<file path="config.mk">
export PLATFORM = sky130hd
export DESIGN_NAME = spi_reg_responder
export DESIGN_NICKNAME = d
export VERILOG_FILES = /design/src/rtl/spi_reg_pkg.sv /design/src/rtl/spi_sync_edge.sv /design/src/rtl/spi_reg_responder.sv
export SDC_FILE = /design/constraint.sdc
export NUM_CORES = 1
export LEC_CHECK = 0
export CAP_MARGIN = 10
export CELL_PAD_IN_SITES_DETAIL_PLACEMENT = 1
export CELL_PAD_IN_SITES_GLOBAL_PLACEMENT = 1
export CORE_UTILIZATION = 40
export DETAILED_ROUTE_END_ITERATION = 8
export HOLD_SLACK_MARGIN = 0.08
export PLACE_DENSITY_LB_ADDON = 0.1
export RECOVER_POWER = 25
export SLEW_MARGIN = 20
export SYNTH_ARGS = -nofsm -noshare
export SYNTH_HDL_FRONTEND = slang
export SYNTH_SLANG_ARGS = --single-unit
</file>
<file path="constraint.sdc">
create_clock -name clk_clk -period 2.1 [get_ports clk_clk]
set_input_delay 0.21 -clock clk_clk [delete_from_list [all_inputs] [get_ports clk_clk]]
set_output_delay 0.21 -clock clk_clk [all_outputs]
set_load 0.05 [all_outputs]
</file>
<file path="src/rtl/spi_reg_pkg.sv">
`default_nettype none
// ============================================================================
//  Module   : spi_reg_pkg
//  Purpose  : Shared widths, frame geometry and FSM encoding for the SPI
//             register responder.
//  Revision : 1.0  initial release
// ============================================================================
package spi_reg_pkg;

    localparam int ADDR_W      = 7;
    localparam int DATA_W      = 16;
    localparam int FRAME_BITS  = 24;
    localparam int HDR_BITS    = 8;
    localparam int SYNC_STAGES = 2;
    localparam int CNT_W       = $clog2(FRAME_BITS + 1);

    typedef enum logic [1:0] {
        IDLE = 2'd0,
        HDR  = 2'd1,
        DATA = 2'd2,
        DONE = 2'd3
    } state_t;

endpackage
`default_nettype wire

</file>
<file path="src/rtl/spi_sync_edge.sv">
`default_nettype none
// ============================================================================
//  Module   : spi_sync_edge
//  Purpose  : Multi-flop synchroniser with rise/fall detection on the
//             synchronised value.
//  Revision : 1.0  initial release
// ============================================================================
module spi_sync_edge
    import spi_reg_pkg::*;
#(
    parameter logic RESET_VAL = 1'b0
) (
    input  logic clk_i,
    input  logic rst_ni,
    input  logic d_i,
    output logic sync_o,
    output logic rise_o,
    output logic fall_o
);

    logic [SYNC_STAGES-1:0] sync_q;
    logic                   prev_q;

    always_ff @(posedge clk_i or negedge rst_ni) begin
        if (!rst_ni) begin
            sync_q <= {SYNC_STAGES{RESET_VAL}};
            prev_q <= RESET_VAL;
        end else begin
            sync_q <= {sync_q[SYNC_STAGES-2:0], d_i};
            prev_q <= sync_q[SYNC_STAGES-1];
        end
    end

    assign sync_o = sync_q[SYNC_STAGES-1];
    assign rise_o = sync_q[SYNC_STAGES-1] & ~prev_q;
    assign fall_o = ~sync_q[SYNC_STAGES-1] & prev_q;

endmodule
`default_nettype wire

</file>
<file path="src/rtl/spi_reg_responder.sv">
`default_nettype none
// ============================================================================
//  Module   : spi_reg_responder
//  Purpose  : SPI mode-0 slave decoding 24-bit {rw, addr, data} frames into
//             single-cycle register read/write strobes.
//  Revision : 1.0  initial release
// ============================================================================
module spi_reg_responder
    import spi_reg_pkg::*;
(
    input  logic              clk_clk,
    input  logic              reset_reset_n,
    input  logic              spi_sclk,
    input  logic              spi_mosi,
    input  logic              spi_ss_n,
    output logic              spi_miso,
    output logic              spi_miso_oe,
    output logic              reg_wr_en,
    output logic              reg_rd_en,
    output logic [ADDR_W-1:0] reg_addr,
    output logic [DATA_W-1:0] reg_wdata,
    input  logic [DATA_W-1:0] reg_rdata,
    output logic              frame_abort
);

    logic sclk_sync, sclk_rise, sclk_fall;
    logic mosi_sync, mosi_rise, mosi_fall;
    logic ss_sync,   ss_rise,   ss_fall;

    spi_sync_edge #(.RESET_VAL(1'b0)) u_sync_sclk (
        .clk_i(clk_clk), .rst_ni(reset_reset_n), .d_i(spi_sclk),
        .sync_o(sclk_sync), .rise_o(sclk_rise), .fall_o(sclk_fall));
    spi_sync_edge #(.RESET_VAL(1'b0)) u_sync_mosi (
        .clk_i(clk_clk), .rst_ni(reset_reset_n), .d_i(spi_mosi),
        .sync_o(mosi_sync), .rise_o(mosi_rise), .fall_o(mosi_fall));
    spi_sync_edge #(.RESET_VAL(1'b1)) u_sync_ss (
        .clk_i(clk_clk), .rst_ni(reset_reset_n), .d_i(spi_ss_n),
        .sync_o(ss_sync), .rise_o(ss_rise), .fall_o(ss_fall));

    logic unused_edges;
    assign unused_edges = &{1'b0, sclk_sync, mosi_rise, mosi_fall};

    state_t              state_q, state_d;
    logic [CNT_W-1:0]    cnt_q, cnt_d;
    logic [DATA_W-1:0]   shift_q, shift_d;
    logic [HDR_BITS-1:0] hdr_q, hdr_d;
    logic [DATA_W-1:0]   tx_q, tx_d;
    logic [ADDR_W-1:0]   addr_q, addr_d;
    logic [DATA_W-1:0]   wdata_q, wdata_d;
    logic                rd_en_q, rd_en_d;
    logic                wr_en_q, wr_en_d;
    logic                ld_q, ld_d;
    logic                abort_q, abort_d;
    logic [1:0]          settle_q, settle_d;
    logic                armed_q, armed_d;
    logic [HDR_BITS-1:0] hdr_now;

    // A slave select held low across reset must not be mistaken for a new
    // frame: only arm once the synchroniser carries real, deasserted SS_n.
    localparam logic [1:0] SETTLED = 2'(SYNC_STAGES + 1);

    assign hdr_now = {shift_q[HDR_BITS-2:0], mosi_sync};

    always_comb begin
        state_d  = state_q;
        cnt_d    = cnt_q;
        shift_d  = shift_q;
        hdr_d    = hdr_q;
        tx_d     = tx_q;
        addr_d   = addr_q;
        wdata_d  = wdata_q;
        rd_en_d  = 1'b0;
        wr_en_d  = 1'b0;
        abort_d  = 1'b0;
        ld_d     = rd_en_q;
        settle_d = (settle_q == SETTLED) ? settle_q : settle_q + 2'd1;
        armed_d  = armed_q | ((settle_q == SETTLED) & ss_sync);

        if (ld_q) begin
            tx_d = reg_rdata;
        end

        unique case (state_q)
            IDLE: begin
                if (ss_fall && armed_q) begin
                    state_d = HDR;
                    cnt_d   = '0;
                    shift_d = '0;
                    tx_d    = '0;
                end
            end
            HDR, DATA: begin
                if (ss_rise) begin
                    state_d = IDLE;
                    abort_d = 1'b1;
                end else if (sclk_rise) begin
                    shift_d = {shift_q[DATA_W-2:0], mosi_sync};
                    cnt_d   = cnt_q + 1'b1;
                    if (cnt_q == CNT_W'(HDR_BITS - 1)) begin
                        state_d = DATA;
                        hdr_d   = hdr_now;
                        if (hdr_now[HDR_BITS-1]) begin
                            rd_en_d = 1'b1;
                            addr_d  = hdr_now[ADDR_W-1:0];
                        end
                    end
                    if (cnt_q == CNT_W'(FRAME_BITS - 1)) begin
                        state_d = DONE;
                        if (!hdr_q[HDR_BITS-1]) begin
                            wr_en_d = 1'b1;
                            addr_d  = hdr_q[ADDR_W-1:0];
                            wdata_d = {shift_q[DATA_W-2:0], mosi_sync};
                        end
                    end
                end else if (sclk_fall && (state_q == DATA) && hdr_q[HDR_BITS-1]
                             && (cnt_q >= CNT_W'(HDR_BITS + 1))) begin
                    // The fall right after the header keeps bit 15 on the line.
                    tx_d = {tx_q[DATA_W-2:0], 1'b0};
                end
            end
            DONE: begin
                if (ss_rise) begin
                    state_d = IDLE;
                end
            end
            default: state_d = IDLE;
        endcase
    end

    always_ff @(posedge clk_clk or negedge reset_reset_n) begin
        if (!reset_reset_n) begin
            state_q  <= IDLE;
            cnt_q    <= '0;
            shift_q  <= '0;
            hdr_q    <= '0;
            tx_q     <= '0;
            addr_q   <= '0;
            wdata_q  <= '0;
            rd_en_q  <= 1'b0;
            wr_en_q  <= 1'b0;
            ld_q     <= 1'b0;
            abort_q  <= 1'b0;
            settle_q <= '0;
            armed_q  <= 1'b0;
        end else begin
            state_q  <= state_d;
            cnt_q    <= cnt_d;
            shift_q  <= shift_d;
            hdr_q    <= hdr_d;
            tx_q     <= tx_d;
            addr_q   <= addr_d;
            wdata_q  <= wdata_d;
            rd_en_q  <= rd_en_d;
            wr_en_q  <= wr_en_d;
            ld_q     <= ld_d;
            abort_q  <= abort_d;
            settle_q <= settle_d;
            armed_q  <= armed_d;
        end
    end

    assign spi_miso    = (state_q == DATA) & hdr_q[HDR_BITS-1] & tx_q[DATA_W-1];
    assign spi_miso_oe = ~ss_sync;
    assign reg_wr_en   = wr_en_q;
    assign reg_rd_en   = rd_en_q;
    assign reg_addr    = addr_q;
    assign reg_wdata   = wdata_q;
    assign frame_abort = abort_q;

endmodule
`default_nettype wire

</file>
==> results.txt <==
The flow ran to the end, and the final reports show no timing, DRC or antenna violations. The data arrival at the endpoint of the critical path is 2.18 ns. The total number of vias came out at 2270. The tool flagged a number of max-cap violations equal to 0. The via count of the first global-routing pass came out at 2400. STA classifies the critical path endpoint as a register. The worst setup path is launched from a register. The tightest min-delay check is of the register to register type. The total count of max-transition violations in the final report came out at 0.

The final total power is 3.44 mW. The library cell used most frequently in the layout, excluding fill and tap cells, is sky130_fd_sc_hd__dfrtp_1. The number of enable-type register cells in the synthesized netlist came out at 0. The slowest stage of the critical path belongs to the cell sky130_fd_sc_hd__a211oi_4. The number of buffers added by the clock tree synthesis step is 9.

In the synthesized netlist, the number of instances is 248. The initial core utilization came out at 41.0%. When the netlist entered floorplanning its net count stood at 275.

The placeable core region is 8680 um2. After detailed routing, the average wire length per cell comes to 17.0 um. At the end of the flow the core is filled with cells to 51.2%. The maximum clock frequency is 506 MHz.

The post-CTS repair timing setup buffer count is 0. The clock tree synthesis step divided the H-tree into 3 levels. The final instance area is 4440 um2. Per report_power, the combinational group accounts for 18.2% of the total. The worst endpoint required time is 2.31 ns. The worst-case clock buffer depth came out at 2. The area added between synthesis and finish is 25.0%. In this run, synthesis produced a sequential element count of 84.

The share of the Yosys chip area taken by registers is 59.2%. The horizontal die dimension came out at 96.3 um. In the synthesized netlist the dominant register cell turns out to be sky130_fd_sc_hd__dfrtp_1. Timing analysis after detailed placement gives a worst setup slack of -0.166 ns. Setup violations remaining at the end of the flow were counted as 0. The height of the chip is 96.3 um. The floorplan has 34 rows.

The largest driver fanout on the critical path came out at 16. The number of sinks driven by the clock tree is 84. The die area came out at 9270 um2. Sequential cells account for 49.9% of the total power.

The iteration-0 DRC count of the detailed router is 103. The net switching component of the power is 1.09 mW. The final layout contains routed wiring with a total length of 7.28 mm.

The number of cells after detailed placement is 410. After the last flow step, the layout net total stands at 341. The total congestion overflow came out at 0. Final hold analysis gives a worst-case slack of 0.357 ns. The count of cell types in the netlist is 47.

Setup repair after global routing left no endpoint under its margin. The transition time at the pin with the least slew margin is 0.770 ns. The ratio of cells with drive above 1 in the final layout is 23.2%.

The clock latency of the later-clocked register in the worst-skew pair came out at 0.36 ns. In the layout the commonest cells are sky130_fd_sc_hd__dfrtp_1, sky130_fd_sc_hd__clkdlybuf4s50_1, sky130_fd_sc_hd__o2bb2ai_1. The portion of total power attributed to the clock network came out at 31.9%.

The total of buffers placed on input and output ports came out at 48. The number of remaining DRC errors is 0. The via density per instance came out at 5.32. The post-route minimum period is 1.98 ns. The synthesized cell area came out at 3550 um2. The internal portion of the total power is 2.35 mW. The initial antenna violation count came out at 0. The average footprint of a synthesized cell came out at 14.3 um2. TritonCTS built the clock tree. Global routing consumed, over all layers together, 17.6% of the routing resources. The count of yosys warnings during synthesis came out at 0. The maximum single-stage delay on the critical path came out at 0.63 ns.

The total inserted antenna cells came out at 0. By startpoint and endpoint, the worst setup path is classified as register to register. The ratio of final minimum period to clock period is 94.2%.

The power density over the cells is 775 nW/um2. The net switching fraction of the power is 31.7%. The first global-routing pass estimated 12.0 mm of wire. The worst voltage drop across the vdd grid came out at 0.338 mV. The cell sitting at the root of the clock tree is a sky130_fd_sc_hd__clkbuf_8. The post-synthesis async set-or-reset flop share came out at 100%. Entering global routing, the biggest net connects 59 pins. The number of endpoints with negative hold slack in the final report came out at 0. The number of nets with antenna violations after detailed routing came out at 0. In this run the cell area measured after placement is 4240 um2. The detailed placement HPWL is 5.00 mm. Excluding fillers, the count of instances in the completed layout stands at 427. The setup TNS is 0 ns. The signal on the critical path passes through ha_1, and4bb_4, nor2_4, a211oi_4, o2bb2ai_1. The first detailed-routing pass ran for 4 iterations.

Clock-pin slew was measured on the worst setup and hold paths at 0.09 ns. For this design the static power due to leakage is 1.96 nW. The clock arrives with 0.0159 ns of skew. The I/O pin count came out at 49. Across all setup checks in the final design, the least slack found is 0.123 ns. The worst pin sits at a relative slew slack of 48.7%. At the end of routability-driven placement, the weighted congestion stood at 0.770.
-- Yosys cell counts (3+ instances only) --
cell type	instances	area (um2)
sky130_fd_sc_hd__a21o_1	3	22.5
sky130_fd_sc_hd__mux2i_1	17	170
sky130_fd_sc_hd__a22o_1	17	149
sky130_fd_sc_hd__ha_1	6	75.1
sky130_fd_sc_hd__buf_4	3	22.5
sky130_fd_sc_hd__dfrtp_1	81	2030
sky130_fd_sc_hd__dfstp_2	3	78.8
sky130_fd_sc_hd__inv_1	7	26.3
sky130_fd_sc_hd__buf_2	4	20.0
sky130_fd_sc_hd__o2bb2ai_1	22	193
sky130_fd_sc_hd__mux2_4	9	135
sky130_fd_sc_hd__nor2_1	4	15.0
sky130_fd_sc_hd__nand3_1	4	20.0
sky130_fd_sc_hd__nand2_1	5	18.8
sky130_fd_sc_hd__mux2_2	17	191
sky130_fd_sc_hd__a22oi_1	8	60.1
-- layout make-up --
type | instances | area (um2)
clock buffers | 9 | 124
multi-input cells | 147 | 1370
fillers | 884 | 4240
clock inverters | 7 | 68.8
flip-flops and latches | 84 | 2110
inverters | 7 | 26.3
well taps | 108 | 135
repair buffers | 65 | 616
-- power by group through the flow --
stage | Clock, mW | Sequential [mW] | Combinational [mW]
2_1_floorplan | 0 | 1.74 | 0.384
3_3_place_gp | 0 | 1.75 | 0.594
3_5_place_dp | 0 | 1.75 | 0.606
4_1_cts | 1.15 | 1.72 | 0.629
5_1_grt | 1.22 | 1.73 | 0.697
6_report | 1.10 | 1.72 | 0.626
-- final timing paths --
path                                       start                    end  slack (ns)  depth (start not counted)
max in group asynchronous          reset_reset_n               hdr_q[7]        0.40                          3
min reg2reg                u_sync_mosi.sync_q[0]  u_sync_mosi.sync_q[1]        0.36                          0
min in group asynchronous          reset_reset_n               tx_q[11]        0.42                          2
min                        u_sync_mosi.sync_q[0]  u_sync_mosi.sync_q[1]        0.36                          0
max reg2reg                           state_q[1]                tx_q[1]        0.12                          5
max                                   state_q[1]                tx_q[1]        0.12                          5
-- critical path, delay by kind of cell (launching register included) --
kind                     cells  cell delay (ns)
flip-flops                   1             0.41
AND/OR/NAND/NOR              2             0.43
AO/OA/AOI/OAI                2             0.77
adder cells (fa/ha/maj)      1             0.22
-- what timing repair did --
action,4_1_cts,5_1_grt
hold buffers,1,0
pin swaps,0,2
resized for setup,1,3
setup endpoints to repair,16,5
hold endpoints to repair,23,0
-- registers in the layout, indices dropped and copies added (netlist names) --
name	count
hdr_q	8
reg_wdata	16
u_sync_sclk.prev_q	1
tx_q	16
shift_q	15
reg_rd_en	1
u_sync_ss.prev_q	1
cnt_q	5
frame_abort	1
reg_addr	7
u_sync_mosi.sync_q	2
state_q	2
ld_q	1
armed_q	1
reg_wr_en	1
settle_q	2
u_sync_sclk.sync_q	2
u_sync_ss.sync_q	2
-- logic make-up after synthesis --
group           Yosys count  share of synthesized area (%)
flops                    84                           59.2
fa+ha+maj                 6                           2.11
buf+inv                  17                           2.71
simple gates             38                           7.96
mux                      43                           14.0
compound gates           59                           13.8
xor+xnor                  1                          0.246
-- metal layers --
| metal | routed length (um) | track usage [%] | up-vias | part of all wire [%] |
|---|---|---|---|---|
| li1 | - | - | 1061 | - |
| met1 | 3620 | 25.1 | 1162 | 50 |
| met2 | 3330 | 25.9 | 36 | 46 |
| met3 | 197 | 3.55 | 11 | 2.7 |
| met4 | 128 | 7.46 | 0 | 1.8 |
| met5 | 0 | 0 | - | 0 |
Note: power is estimated with default switching activity, not from simulation.
